File: src/rtl/shifter_pkg.sv
// ============================================================================
// Module : shifter_pkg
// Brief  : Shared types for the sequential shift unit (op codes, FSM states).
// Rev    : 1.0
// ============================================================================
`default_nettype none

package shifter_pkg;

    localparam int OP_W = 3;

    typedef enum logic [OP_W-1:0] {
        OP_PASS  = 3'b000,
        OP_SHL   = 3'b001,
        OP_SHR_A = 3'b010,
        OP_SHR_L = 3'b011,
        OP_ROL   = 3'b100,
        OP_ROR   = 3'b101,
        OP_CLR   = 3'b110,
        OP_RSVD  = 3'b111
    } shift_op_t;

    typedef enum logic [1:0] {
        IDLE  = 2'b00,
        SHIFT = 2'b01,
        DONE  = 2'b10
    } state_t;

endpackage

`default_nettype wire

File: src/rtl/shifter_step.sv
// ============================================================================
// Module : shifter_step
// Brief  : Combinational single-position shift/rotate step.
//          bit_out exists only when SHIFTER_FLAGS_EN is defined.
// Rev    : 1.0
// ============================================================================
`default_nettype none

module shifter_step
    import shifter_pkg::*;
#(
    parameter int N = 8
) (
    input  logic [N-1:0] data,
    input  shift_op_t    op,
`ifdef SHIFTER_FLAGS_EN
    output logic         bit_out,
`endif
    output logic [N-1:0] data_next
);

    always_comb begin
        data_next = data;
        case (op)
            OP_SHL:   data_next = {data[N-2:0], 1'b0};
            OP_SHR_A: data_next = {data[N-1], data[N-1:1]};
            OP_SHR_L: data_next = {1'b0, data[N-1:1]};
            OP_ROL:   data_next = {data[N-2:0], data[N-1]};
            OP_ROR:   data_next = {data[0], data[N-1:1]};
            OP_CLR:   data_next = '0;
            default:  data_next = data;
        endcase
    end

`ifdef SHIFTER_FLAGS_EN
    // Left-moving ops lose the MSB, right-moving ops lose the LSB.
    always_comb begin
        bit_out = 1'b0;
        case (op)
            OP_SHL, OP_ROL:             bit_out = data[N-1];
            OP_SHR_A, OP_SHR_L, OP_ROR: bit_out = data[0];
            default:                    bit_out = 1'b0;
        endcase
    end
`endif

endmodule

`default_nettype wire

File: src/rtl/shifter_seq.sv
// ============================================================================
// Module : shifter_seq
// Brief  : Multi-cycle shift unit, one bit position per clock, valid/ready on
//          both sides. Optional flags (out_carry/out_zero): SHIFTER_FLAGS_EN.
// Rev    : 1.0
// ============================================================================
`default_nettype none

module shifter_seq
    import shifter_pkg::*;
#(
    parameter  int N  = 8,
    localparam int AW = $clog2(N)
) (
    input  logic            clk,
    input  logic            rst_n,
    input  logic            in_valid,
    output logic            in_ready,
    input  logic [N-1:0]    in_data,
    input  logic [OP_W-1:0] in_op,
    input  logic [AW-1:0]   in_amt,
    output logic            out_valid,
    input  logic            out_ready,
    output logic [N-1:0]    out_data,
`ifdef SHIFTER_FLAGS_EN
    output logic            out_carry,
    output logic            out_zero,
`endif
    output logic            busy
);

    state_t          r_state;
    logic [N-1:0]    r_data;
    shift_op_t       r_op;
    logic [AW-1:0]   r_cnt;
    logic [N-1:0]    w_step_data;
    shift_op_t       w_in_op;
    logic            w_single;

    assign w_in_op = shift_op_t'(in_op);

    // PASS, CLR, reserved and zero-amount commands take exactly one SHIFT
    // cycle with a non-moving op, so all commands share the same path.
    assign w_single = (w_in_op == OP_PASS) || (w_in_op == OP_CLR) ||
                      (w_in_op == OP_RSVD) || (in_amt == '0);

`ifdef SHIFTER_FLAGS_EN
    logic w_step_bit;
    logic r_carry;
    logic r_zero;

    shifter_step #(.N(N)) u_step (
        .data      (r_data),
        .op        (r_op),
        .bit_out   (w_step_bit),
        .data_next (w_step_data)
    );

    always_ff @(posedge clk or negedge rst_n) begin
        if (!rst_n) begin
            r_carry <= 1'b0;
            r_zero  <= 1'b0;
        end else if (r_state == IDLE && in_valid) begin
            r_carry <= 1'b0;
            r_zero  <= 1'b0;
        end else if (r_state == SHIFT) begin
            r_carry <= w_step_bit;
            r_zero  <= (w_step_data == '0);
        end
    end

    assign out_carry = r_carry;
    assign out_zero  = r_zero;
`else
    shifter_step #(.N(N)) u_step (
        .data      (r_data),
        .op        (r_op),
        .data_next (w_step_data)
    );
`endif

    always_ff @(posedge clk or negedge rst_n) begin
        if (!rst_n) begin
            r_state <= IDLE;
            r_data  <= '0;
            r_op    <= OP_PASS;
            r_cnt   <= '0;
        end else begin
            case (r_state)
                IDLE: begin
                    if (in_valid) begin
                        r_data  <= in_data;
                        r_state <= SHIFT;
                        if (w_single) begin
                            r_op  <= (w_in_op == OP_CLR) ? OP_CLR : OP_PASS;
                            r_cnt <= AW'(1);
                        end else begin
                            r_op  <= w_in_op;
                            r_cnt <= in_amt;
                        end
                    end
                end
                SHIFT: begin
                    r_data <= w_step_data;
                    r_cnt  <= r_cnt - AW'(1);
                    if (r_cnt == AW'(1)) begin
                        r_state <= DONE;
                    end
                end
                DONE: begin
                    if (out_ready) begin
                        r_state <= IDLE;
                    end
                end
                default: r_state <= IDLE;
            endcase
        end
    end

    assign in_ready  = (r_state == IDLE);
    assign out_valid = (r_state == DONE);
    assign busy      = (r_state != IDLE);
    assign out_data  = r_data;

endmodule

`default_nettype wire
File: config.mk
export PLATFORM = sky130hd
export DESIGN_NAME = shifter_seq
export DESIGN_NICKNAME = d
export VERILOG_FILES = /design/src/rtl/shifter_pkg.sv /design/src/rtl/shifter_step.sv /design/src/rtl/shifter_seq.sv
export SDC_FILE = /design/constraint.sdc
export NUM_CORES = 1
export LEC_CHECK = 0
export ABC_CLOCK_PERIOD_IN_PS = 1900
export CAP_MARGIN = 40
export CORE_UTILIZATION = 40
export DETAILED_ROUTE_END_ITERATION = 7
export DONT_BUFFER_PORTS = 1
export PLACE_DENSITY_LB_ADDON = 0.15
export SLEW_MARGIN = 10
export SYNTH_ARGS = -nofsm -noshare
export SYNTH_HDL_FRONTEND = slang
export SYNTH_SLANG_ARGS = --single-unit
File: constraint.sdc
create_clock -name clk -period 1.9 [get_ports clk]
set_input_delay 0.19 -clock clk [delete_from_list [all_inputs] [get_ports clk]]
set_output_delay 0.19 -clock clk [all_outputs]
set_load 0.01 [all_outputs]
Yosys cells after proc, flatten, opt, wreduce, memory -nomap -nowiden
Cells that the tools add are included.
- bits in registers: 16
- bits in latches: 0
- RAM bits: 0
- memory bits (read-only): 0
- memories kept: 0
- add/sub/neg operators: 1
- multiply operators: 0
- div/mod/pow operators: 0
- order comparisons: 0
- equality and inequality tests: 17
- shifts and indexed selects: 0
- multiplexer cells: 12
- bitwise gates (word level): 0
- reductions and logical operators: 13
- operators by type and width (operator ; count):
    8-bit case mux with 6 select lines ; 1
    8-bit case mux with 2 select lines ; 1
    3-bit equality test (second input constant) ; 5
    3-bit 2-to-1 mux ; 4
    8-bit 2-to-1 mux ; 1
    7-bit by 1-bit != test with 1-bit output (second input constant) ; 1
    3-bit by 1-bit equality test with 1-bit output (second input constant) ; 2
    3-bit by 2-bit equality test with 1-bit output (second input constant) ; 2
    3-bit zero test ; 2
    2-bit 2-to-1 mux ; 3
    2-bit != test (second input constant) ; 3
    6-bit by 1-bit != test with 1-bit output (second input constant) ; 1
    2-bit case mux with 3 select lines ; 1
    3-bit case mux with 2 select lines ; 1
    3-bit AND reduction ; 2
    2-bit AND reduction ; 2
    4-bit AND reduction ; 1
    2-bit nonzero test ; 2
    1-bit logical OR ; 3
    3-bit by 1-bit subtractor with 3-bit output (second input constant) ; 1
    2-bit by 1-bit equality test with 1-bit output (second input constant) ; 1
    2-bit equality test (second input constant) ; 1
    2-bit zero test ; 1
    2-bit by 1-bit != test with 1-bit output (second input constant) ; 1

Longest topological paths before layout
- depth in word-level cells: 7
- mapped depth: 7
- depth with buffers taken out: 5

Hierarchy
A second synthesis with hierarchy kept.
- cell total of the unflattened synthesis: 155
- area, all modules: 1322.5 um^2
- by module, submodules not included (module ; instances ; cells an instance ; area an instance (um^2)):
    shifter_seq ; 1 ; 98 ; 888.4
    shifter_step ; 1 ; 57 ; 434.2

Worst setup path before layout
No wires, ideal clock.
- path type: register -> register
- start point: register r_state[0]
- end point: register r_data[4], in the netlist out_data[4]
- library setup time: 0.121 ns
- data arrival time: 1.555 ns
- slack: 0.224 ns
- stages on the path, launching flop included: 7
- buffers on the path: 3
- clock period less this slack: 1.676 ns
- cells stage by stage: dfrtp_1 > buf_6 > and4_4 > or4_1 > buf_2 > buf_6 > a22o_1
- word-level cells in the longest chain between the ends: 3
- elaborated cells between the ends (all ways): 7
- ends and longest elaborated chain (what ; line ; RTL):
    start, declared ; shifter_seq.sv:32 ; state_t r_state;
    start signal, assigned ; shifter_seq.sv:84 ; r_state <= IDLE;
    start signal, assigned ; shifter_seq.sv:93 ; r_state <= SHIFT;
    start signal, assigned ; shifter_seq.sv:107 ; r_state <= DONE;
    2-bit by 1-bit equality test with 1-bit output / 2-bit zero test (equally long branches) ; shifter_seq.sv:89 ; case (r_state)
    7-bit by 1-bit != test with 1-bit output (no source line), or another cell as far along ; - ;
    3-bit AND reduction (no source line) ; - ;
    end signal, assigned ; shifter_seq.sv:92 ; r_data <= in_data;
    end signal, assigned ; shifter_seq.sv:104 ; r_data <= w_step_data;
    end, declared ; shifter_seq.sv:33 ; logic [N-1:0] r_data;
Several ways; a longest one is shown, not always the timed one.
A chain may end at the register's enable or synchronous reset.

Worst setup path after layout
- start point: register r_op[2]
- end point: register r_data[6], in the netlist out_data[6]
- word-level cells in the longest chain between the ends: 3
- elaborated cells between the ends (all ways): 10
- ends and longest elaborated chain (what ; line ; RTL):
    start, declared ; shifter_seq.sv:34 ; shift_op_t r_op;
    start signal, assigned ; shifter_seq.sv:95 ; r_op <= (w_in_op == OP_CLR) ? OP_CLR : OP_PASS;
    start signal, assigned ; shifter_seq.sv:98 ; r_op <= w_in_op;
    3-bit equality test, or another cell as far along ; shifter_step.sv:24 ; case (op)
    8-bit case mux with 6 select lines / 7-bit by 1-bit != test with 1-bit output (equally long branches) ; - ;
    8-bit case mux with 2 select lines / 3-bit AND reduction (equally long branches) ; - ;
Several ways; a longest one is shown, not always the timed one.

==> impl_metrics.env <==
export IMPL_outcome="completed"
export IMPL_yosysMostFrequentCell="nor2_1"
export IMPL_drt_wl_total_um=2680
export IMPL_grt_max_degree=17
export IMPL_synth_area_per_cell_sq_um=8.30
export IMPL_grt_use_met1_pct=24.7
export IMPL_hold_violations=0
export IMPL_clkSlewWorstSetupHoldPaths_ps=90
export IMPL_worstMarginPinSlew_ps=749
export IMPL_viasPerCell=6.13
export IMPL_nets=161
export IMPL_fin_util_pct=47.1
export IMPL_grt_pass1_wl_um=4310
export IMPL_ir_worst_vdd_mv=0.999
export IMPL_relSlewSlack_pct=49.9
export IMPL_p_leak_nw=0.522
export IMPL_grt_busiest_layer="met2"
export IMPL_use_met2_pct=36.5
export IMPL_num_antenna_cells=0
export IMPL_maxSlewViolCount=0
export IMPL_synth_area_leader_cell="dfrtp_1"
export IMPL_syn2layout_area_growth_pct=7.76
export IMPL_grt_use_total_pct=20.7
export IMPL_core_sq_um=2540
export IMPL_hold_path_class="in2reg"
export IMPL_die_w_um=54.7
export IMPL_cellPowerDensity_nw_per_um2=1900
export IMPL_gp_congestion=0.777
export IMPL_use_met3_pct=6.67
export IMPL_synth_nets=154
export IMPL_fin_tns_setup_ps=0
export IMPL_fp_dieH_um=54.7
export IMPL_required_ps=2080
export IMPL_ys_flop_type="dfrtp_1"
export IMPL_cts_root_buf="clkbuf_4"
export IMPL_worstSkewPairLatency_ps=280
export IMPL_io_buffers=0
export IMPL_die_area_sq_um=3000
export IMPL_place_hpwl_um=2050
export IMPL_finalSetupViolations=0
export IMPL_synth_area_leaders="dfrtp_1 (36%), nor2_1 (5.7%), nand2_1 (4.7%)"
export IMPL_postCtsSetupBuffers=0
export IMPL_firstDrtPassIters=4
export IMPL_drive_gt1_share_pct=12.2
export IMPL_synth_top_cell_area_share_pct=36.0
export IMPL_io_pins=29
export IMPL_first_global_vias=957
export IMPL_cts_buffers=3
export IMPL_cts_sink_count=16
export IMPL_ant_nets=0
export IMPL_yosysWarnings=0
export IMPL_arrival_ps=1990
export IMPL_async_reset_ff_share_pct=100
export IMPL_synth_common_cells="nor2_1 (17), dfrtp_1 (16), nand2_1 (14)"
export IMPL_syn_area_sq_um=1110
export IMPL_synth_cell_type_count=36
export IMPL_drcViolationCount=0
export IMPL_syn_inst=134
export IMPL_synth_edf_count=0
export IMPL_crit_fanout=14
export IMPL_min_period_ps=1810
export IMPL_cts_tree="yes"
export IMPL_fin_skew_ps=2.48
export IMPL_ys_ff_latch=16
export IMPL_drt_first_iter_violations=20
export IMPL_start_util_pct=43.7
export IMPL_ys_seq_area_share_pct=36.0
export IMPL_clock_path_buffers=2
export IMPL_rows=18
export IMPL_antenna_found_initial=0
export IMPL_fmax_mhz=553
export IMPL_rsz0062_at_grt="false"
export IMPL_vias=1036
export IMPL_end_kind="flip-flop"
export IMPL_start_kind="flip-flop"
export IMPL_htreeDepth=1
export IMPL_grt_ovfl_total=0
export IMPL_worstSetupPathType="reg2reg"
export IMPL_maxCapViolations=0
export IMPL_wl_per_cell_um=15.9
export IMPL_post_route_period_util_pct=95.2
## path summary, 6_finish.rpt
check	cells past startpoint	to	slack, ps	from
setup / recovery	3	out_data[6]$_DFFE_PN0P_	90	r_op[2]$_DFFE_PN0P_
hold / removal	2	r_op[0]$_DFFE_PN0P_	50	in_op[0]
setup reg to reg	3	out_data[6]$_DFFE_PN0P_	90	r_op[2]$_DFFE_PN0P_
hold reg to reg	2	r_cnt[1]$_DFFE_PN0P_	540	r_cnt[1]$_DFFE_PN0P_
max in group asynchronous	1	r_cnt[1]$_DFFE_PN0P_	1020	rst_n
min in group asynchronous	1	out_data[0]$_DFFE_PN0P_	400	rst_n
## report_power, final
part	internal, mW	switching (mW)	total [mW]
sequential	0.516	0.286	0.802
combinational	0.610	0.684	1.29
clock	0.0736	0.106	0.180
total	1.20	1.08	2.27
## critical path, cell delays in order, from the launching register on
cell	delay, ps
dfrtp_1	460
and4_4	220
or4_1	710
a22o_1	320
## repair_timing
action / 4_1_cts / 5_1_grt
resized for setup: 0 / 0
hold buffers: 1 / 0
hold endpoints to repair: 16 / 0
## metal layers
metal  part of all wire (%)  routed length (um)  vias up
met2                     51                1360       37
met1                     43                1150      494
met3                    5.8                 155        2
li1                       -                   -      503
met5                      0                   0        -
met4                   0.56                  15        0
## flip-flops by register name, summed over array words and instances (netlist names)
name and count:
r_op 3, r_state 2, r_cnt 3, out_data 8
## cell families (layout without fill, tap and decap cells)
group | Yosys count | count (layout) | synth area share (%)
buf+inv | 14 | 19 | 6.30
compound gates | 46 | 46 | 28.7
flops | 16 | 16 | 36.0
mux | 4 | 4 | 3.82
fa+ha+maj | 2 | 2 | 2.25
simple gates | 52 | 52 | 22.9
## per-stage QoR
step                hold WS (ps)  instances  cell area [sq um]  setup WS (ps)  total power [mW]
floorplan                   -106        134               1110            224              1.79
global placement            -105        165               1170            157              2.06
detailed placement          -105        165               1170           95.5              2.09
CTS                         46.0        169               1200           89.1              2.29
global route                71.2        169               1200           30.7              2.49
finish                      50.5        169               1200           92.0              2.27
## final cells by class
| type | instances | area [sq um] |
|---|---|---|
| repair buffers | 9 | 70.1 |
| flip-flops and latches | 16 | 400 |
| multi-input cells | 104 | 642 |
| well taps | 30 | 37.5 |
| inverters | 7 | 26.3 |
| clock buffers | 3 | 22.5 |
| fillers | 263 | 1350 |
## layout by cell type (no fill, tap or decap), types with 2 or more instances in the layout
| cell | synthesis | layout |
|---|---|---|
| nor2_1 | 17 | 17 |
| dfrtp_1 | 16 | 16 |
| nand2_1 | 14 | 14 |
| o21ai_0 | 10 | 10 |
| nor2b_1 | 8 | 8 |
| buf_4 | 0 | 8 |
| inv_1 | 7 | 7 |
| a21oi_1 | 7 | 7 |
| o211ai_1 | 7 | 7 |
| a22o_1 | 6 | 6 |
| a22oi_1 | 4 | 4 |
| nand3_1 | 3 | 3 |
| clkbuf_4 | 0 | 3 |
| and3_1 | 2 | 2 |
| mux2i_1 | 2 | 2 |
| or3_1 | 2 | 2 |
| o22ai_1 | 2 | 2 |
| mux2_2 | 2 | 2 |
| ha_1 | 2 | 2 |
Note: power is estimated with default switching activity, not from simulation.
